**config.mk**
```make
export PLATFORM = sky130hd
export DESIGN_NAME = sync_fifo
export DESIGN_NICKNAME = d
export VERILOG_FILES = /design/src/rtl/sync_fifo.sv
export SDC_FILE = /design/constraint.sdc
export NUM_CORES = 1
export LEC_CHECK = 0
export BUFFER_PORTS_ARGS = -buffer_cell sky130_fd_sc_hd__clkbuf_2
export CAP_MARGIN = 20
export CORE_ASPECT_RATIO = 1.5
export CORE_MARGIN = 1.5
export CORE_UTILIZATION = 55
export CTS_CLUSTER_DIAMETER = 50
export DETAILED_ROUTE_END_ITERATION = 6
export GPL_ROUTABILITY_DRIVEN = 0
export PLACE_DENSITY = 0.75
export SYNTH_ARGS = -nofsm -noshare
export SYNTH_HDL_FRONTEND = slang
export SYNTH_SLANG_ARGS = --single-unit
```
**constraint.sdc**
```tcl
create_clock -name clk_i -period 5.55 [get_ports clk_i]
set_input_delay 1.665 -clock clk_i [delete_from_list [all_inputs] [get_ports clk_i]]
set_output_delay 1.665 -clock clk_i [all_outputs]
set_load 0.05 [all_outputs]
```
**src/rtl/sync_fifo.sv**
```systemverilog
// sync_fifo: single-clock FIFO with arbitrary (non-power-of-two) depth,
// registered fill count, almost-full/almost-empty thresholds, synchronous
// flush and optional sticky overflow/underflow flags.
//
// Optional feature macro: SYNC_FIFO_ERR_EN
//   defined   -> ovf_o/udf_o are sticky registers cleared by err_clr_i
//   undefined -> ovf_o/udf_o tied low, err_clr_i ignored, no flag registers
//
// PTR_WIDTH must equal $clog2(DEPTH) and CNT_WIDTH must equal
// $clog2(DEPTH+1); the instantiating level is responsible for that.
// rd_data_o is a show-ahead read of the head entry and is undefined while
// empty_o is high. All status outputs are registered and are decoded from
// the next-state count, so none depends combinationally on the requests.

module sync_fifo #(
    parameter int unsigned DEPTH      = 8,
    parameter int unsigned DATA_WIDTH = 8,
    parameter int unsigned PTR_WIDTH  = 3,
    parameter int unsigned CNT_WIDTH  = 4,
    parameter int unsigned AFULL_THR  = 6,
    parameter int unsigned AEMPTY_THR = 2
) (
    input  logic                  clk_i,
    input  logic                  rst_i,
    input  logic                  flush_i,
    input  logic                  wr_en_i,
    input  logic [DATA_WIDTH-1:0] wr_data_i,
    input  logic                  rd_en_i,
    output logic [DATA_WIDTH-1:0] rd_data_o,
    output logic                  full_o,
    output logic                  empty_o,
    output logic                  almost_full_o,
    output logic                  almost_empty_o,
    output logic [CNT_WIDTH-1:0]  count_o,
    output logic                  ovf_o,
    output logic                  udf_o,
    input  logic                  err_clr_i
);

    localparam logic [PTR_WIDTH-1:0] PTR_LAST = PTR_WIDTH'(DEPTH - 1);
    localparam logic [CNT_WIDTH-1:0] CNT_FULL = CNT_WIDTH'(DEPTH);
    localparam logic [CNT_WIDTH-1:0] CNT_ONE  = CNT_WIDTH'(1);
    localparam logic [PTR_WIDTH-1:0] PTR_ONE  = PTR_WIDTH'(1);

    // Flag values while the FIFO is held in reset (count == 0)
    localparam logic AFULL_RST  = (AFULL_THR == 0);
    localparam logic AEMPTY_RST = 1'b1;

    // Storage (not reset)
    logic [DATA_WIDTH-1:0] mem_q [DEPTH];

    // Pointers, count and registered status
    logic [PTR_WIDTH-1:0] wr_ptr_q, wr_ptr_d;
    logic [PTR_WIDTH-1:0] rd_ptr_q, rd_ptr_d;
    logic [CNT_WIDTH-1:0] count_q, count_d;
    logic                 full_q, full_d;
    logic                 empty_q, empty_d;
    logic                 afull_q, afull_d;
    logic                 aempty_q, aempty_d;

    logic wr_acc;
    logic rd_acc;
    logic mem_we;

    // Advance a pointer with an explicit wrap at DEPTH-1
    function automatic logic [PTR_WIDTH-1:0] ptr_inc(input logic [PTR_WIDTH-1:0] p);
        return (p == PTR_LAST) ? '0 : p + PTR_ONE;
    endfunction

    // Request acceptance, qualified by registered status only
    always_comb begin
        wr_acc = wr_en_i & ~full_q;
        rd_acc = rd_en_i & ~empty_q;
        mem_we = wr_acc & ~flush_i;
    end

    // Next-state pointers and count; flush overrides any transfer
    always_comb begin
        wr_ptr_d = wr_ptr_q;
        rd_ptr_d = rd_ptr_q;
        count_d  = count_q;

        if (flush_i) begin
            wr_ptr_d = '0;
            rd_ptr_d = '0;
            count_d  = '0;
        end else begin
            if (wr_acc) begin
                wr_ptr_d = ptr_inc(wr_ptr_q);
            end
            if (rd_acc) begin
                rd_ptr_d = ptr_inc(rd_ptr_q);
            end
            case ({wr_acc, rd_acc})
                2'b10:   count_d = count_q + CNT_ONE;
                2'b01:   count_d = count_q - CNT_ONE;
                default: count_d = count_q;
            endcase
        end
    end

    // Status decode from the next count so the flags land with the count
    always_comb begin
        full_d   = (count_d == CNT_FULL);
        empty_d  = (count_d == '0);
        afull_d  = (32'(count_d) >= 32'(AFULL_THR));
        aempty_d = (32'(count_d) <= 32'(AEMPTY_THR));
    end

    // Pointer, count and status registers
    always_ff @(posedge clk_i or negedge rst_i) begin
        if (!rst_i) begin
            wr_ptr_q <= '0;
            rd_ptr_q <= '0;
            count_q  <= '0;
            full_q   <= 1'b0;
            empty_q  <= 1'b1;
            afull_q  <= AFULL_RST;
            aempty_q <= AEMPTY_RST;
        end else begin
            wr_ptr_q <= wr_ptr_d;
            rd_ptr_q <= rd_ptr_d;
            count_q  <= count_d;
            full_q   <= full_d;
            empty_q  <= empty_d;
            afull_q  <= afull_d;
            aempty_q <= aempty_d;
        end
    end

    // Storage write port
    always_ff @(posedge clk_i) begin
        if (mem_we) begin
            mem_q[wr_ptr_q] <= wr_data_i;
        end
    end

    // Show-ahead head entry
    assign rd_data_o      = mem_q[rd_ptr_q];
    assign full_o         = full_q;
    assign empty_o        = empty_q;
    assign almost_full_o  = afull_q;
    assign almost_empty_o = aempty_q;
    assign count_o        = count_q;

`ifdef SYNC_FIFO_ERR_EN
    logic ovf_q, ovf_d;
    logic udf_q, udf_d;

    // Sticky error flags; a set in the same cycle as a clear wins
    always_comb begin
        ovf_d = ovf_q;
        udf_d = udf_q;
        if (err_clr_i) begin
            ovf_d = 1'b0;
            udf_d = 1'b0;
        end
        if (wr_en_i & full_q) begin
            ovf_d = 1'b1;
        end
        if (rd_en_i & empty_q) begin
            udf_d = 1'b1;
        end
    end

    // Error flag registers; flush leaves them untouched
    always_ff @(posedge clk_i or negedge rst_i) begin
        if (!rst_i) begin
            ovf_q <= 1'b0;
            udf_q <= 1'b0;
        end else begin
            ovf_q <= ovf_d;
            udf_q <= udf_d;
        end
    end

    assign ovf_o = ovf_q;
    assign udf_o = udf_q;
`else
    logic unused_err_clr;

    assign unused_err_clr = err_clr_i;
    assign ovf_o          = 1'b0;
    assign udf_o          = 1'b0;
`endif

endmodule
```
==> impl_results.md <==
* Yosys reg bits at between 70 and 80
* Worst EP required at 3.88 ns
* Drt via density at slightly below 6
* Yosys top cell area share at around three fifths
* Clk buf depth at 2
* Core outline area at just under 6000 µm²
* Post-Syn Area at roughly 3300 µm²
* Post-detailed-route wirelength per cell at between 20 and 25 µm
* Hold Crit Class: register to register
* Nets at 233
* Rel. slew slack at 36.77%
* # IOs at 32
* CTS tree: done
* Setup slack after layout at between 1.5 and 2 ns
* First-pass GRT wire length at between 9000 and 10000 µm
* Main synth FF type: edfxtp_1
* R2R Setup Slk at 2.94 ns
* Worst-Margin Slew at roughly 0.95 ns
* Die Height at about 100 µm
* Worst slack at placement at 1.635 ns
* Peak VDD IR at 0.3359 mV
* MaxCap Viol Count at 0
* Initial Util at 56.66%
* Most frequent cells in the layout: edfxtp_1, clkbuf_2, mux4_2
* Asr flop ratio synth at approximately 18%
* Worst setup SP type: register
* Root Driver: clkbuf_8
* Die area at about 6400 µm²
* Worst Path Max Fanout at 11
* Drt first pass iters at 4
* # H-tree levels at 3
* Largest area contributor in the netlist: edfxtp_1
* DR DRC count at 0
* Most common cell after layout, fill and taps aside: edfxtp_1
* Mean Syn Cell Area at ~18 µm²
* Post-Route WL at roughly 6000 µm
* Diodes inserted at 0
* Area added between synthesis and finish at 12.71%
* Final ANT Viol Nets at 0
* Fin. Hold Viols at 0
* # hold bufs at CTS at 0
* Clock sink count at between 70 and 80
* PwrDens at a little over 400 nW/µm²
* Slew Viols, Final at 0
* CP endpoint kind: primary output
* Total number of vias at between 1500 and 2000
* Number of global-route vias before repair at approximately 1800
* Warnings from Yosys at 0
* Tmin final at 3.954 ns
* Setup Skew at ~0.0083 ns
* Fmax at 0.2529 GHz
* Placed cell areas at 3457 µm²
* Library cells used by synthesis at 37
* Total GRT Usage at around a fifth
* Port-buffer cells at 28
* Postcts setup bufs at 0
* Initial antenna violation count at 0
* Setup violators final at 0
* Die X at around 66 µm
* Crit share post-route at between 70% and 80%
* Worst path arrival time at between 2 and 2.5 ns
* Setup Total Neg Slack at 0 ns
* Pin count of the biggest net entering global routing at 20
* Clock slew at reported path FFs at 0.07 ns
* Cell Rows at 34
* Post-CTS sizing at 0
* Run status: complete, no violations
* Synth area leaders: edfxtp_1, mux4_2, dfrtp_1, mux2_2, ha_1
* Drt first-iter violations at 56
* TritonCTS buffer count at 9
* Leakage at 1.337 nW
* Setup CP Type: register to primary output
* Count of flip-flops with a built-in enable after synthesis at between 60 and 70
* RSZ-0062 raised after global routing: false
* Sequential area share after synthesis at roughly 69%
* Total gr overflow at 0
* Layout cell share with drive strength beyond 1 at 36.87%
* Final instance area at between 3000 and 4000 µm²
* Post-detail-place hpwl at roughly 4000 µm
* Cells after Synth at between 150 and 200
* Clock latency on the worst-skew pair at about 0.34 ns
Yosys cell counts, drive strengths merged (2+ instances only):
cell	count
a21oi	9
buf	8
clkbuf	3
dfrtp	12
dfstp	2
edfxtp	64
ha	6
mux2	9
mux2i	3
mux4	16
nand2	6
nand2b	4
nor2	14
nor3	4
nor3b	6
or3	3
sequential cells by signal, summed over array words and instances (netlist names):
| register | count |
|---|---|
| full_o | 1 |
| count_o | 4 |
| rd_ptr_q | 3 |
| mem_q | 64 |
| empty_o | 1 |
| wr_ptr_q | 3 |
| almost_full_o | 1 |
| almost_empty_o | 1 |
kinds of logic (layout without fill, tap and decap cells):
family	Yosys count	after routing	synth area share, %
AOI/OAI and AO/OA	14	14	3.130
xor gates and xnor gates	2	2	0.5344
adders and majority gates	6	6	2.290
buffers and inverters	12	46	2.175
DFF	78	78	69.39
muxes	28	28	15.11
other	1	2	0.1144
and+or+nand+nor	41	41	7.252
where the power goes:
part           switching [W]  internal, W  leakage [nW]
sequential         0.0000371     0.000667         0.763
clock               0.000197     0.000251         0.105
combinational       0.000214     0.000132         0.468
critical path, cell delays in order, from the launching register on:
cell      delay [ns]
dfrtp_1         0.70
buf_16          0.22
mux4_2          0.52
mux2_2          0.27
clkbuf_2        0.24
worst paths after layout:
check / start / depth (start not counted) / to
min in group asynchronous: rst_i / 1 / rd_ptr_q[2]
setup / recovery: rd_ptr_q[0] / 4 / rd_data_o[2]
max in group asynchronous: rst_i / 1 / empty_o
hold reg to reg: wr_ptr_q[0] / 2 / wr_ptr_q[0]
hold / removal: wr_ptr_q[0] / 2 / wr_ptr_q[0]
setup reg to reg: empty_o / 10 / full_o
stage by stage:
| stage | util [%] | instances | power, W | hold slack (ns) |
|---|---|---|---|---|
| 4_1_cts | 63.39 | 288 | 0.001494 | 0.6185 |
| 5_1_grt | 63.86 | 289 | 0.001551 | 0.6553 |
| 3_5_place_dp | 59.75 | 273 | 0.001054 | 0.6008 |
| 6_report | 63.86 | 289 | 0.001499 | 0.6174 |
| 3_3_place_gp | 59.75 | 273 | 0.001037 | 0.5699 |
| 2_1_floorplan | - | 183 | 0.0009887 | 0.5479 |
layer usage:
layer  GRT usage (%)  vias up  share of wire (%)
met1           23.06      857                 37
met5               0        -                  0
li1                -      767                  -
met3           4.519       15                4.1
met4           9.419        0                3.6
met2           35.35       54                 56
cell type report:
class / instances / area (µm²)
clock buffers: 9 / 123.9
clock inverters: 6 / 86.33
fillers: 436 / 2091
inverters: 1 / 3.754
multi-input cells: 93 / 940.9
flip-flops and latches: 78 / 2275
well taps: 72 / 90.09
repair buffers: 30 / 175.2
No activity file was read; power rests on OpenSTA's default activity.
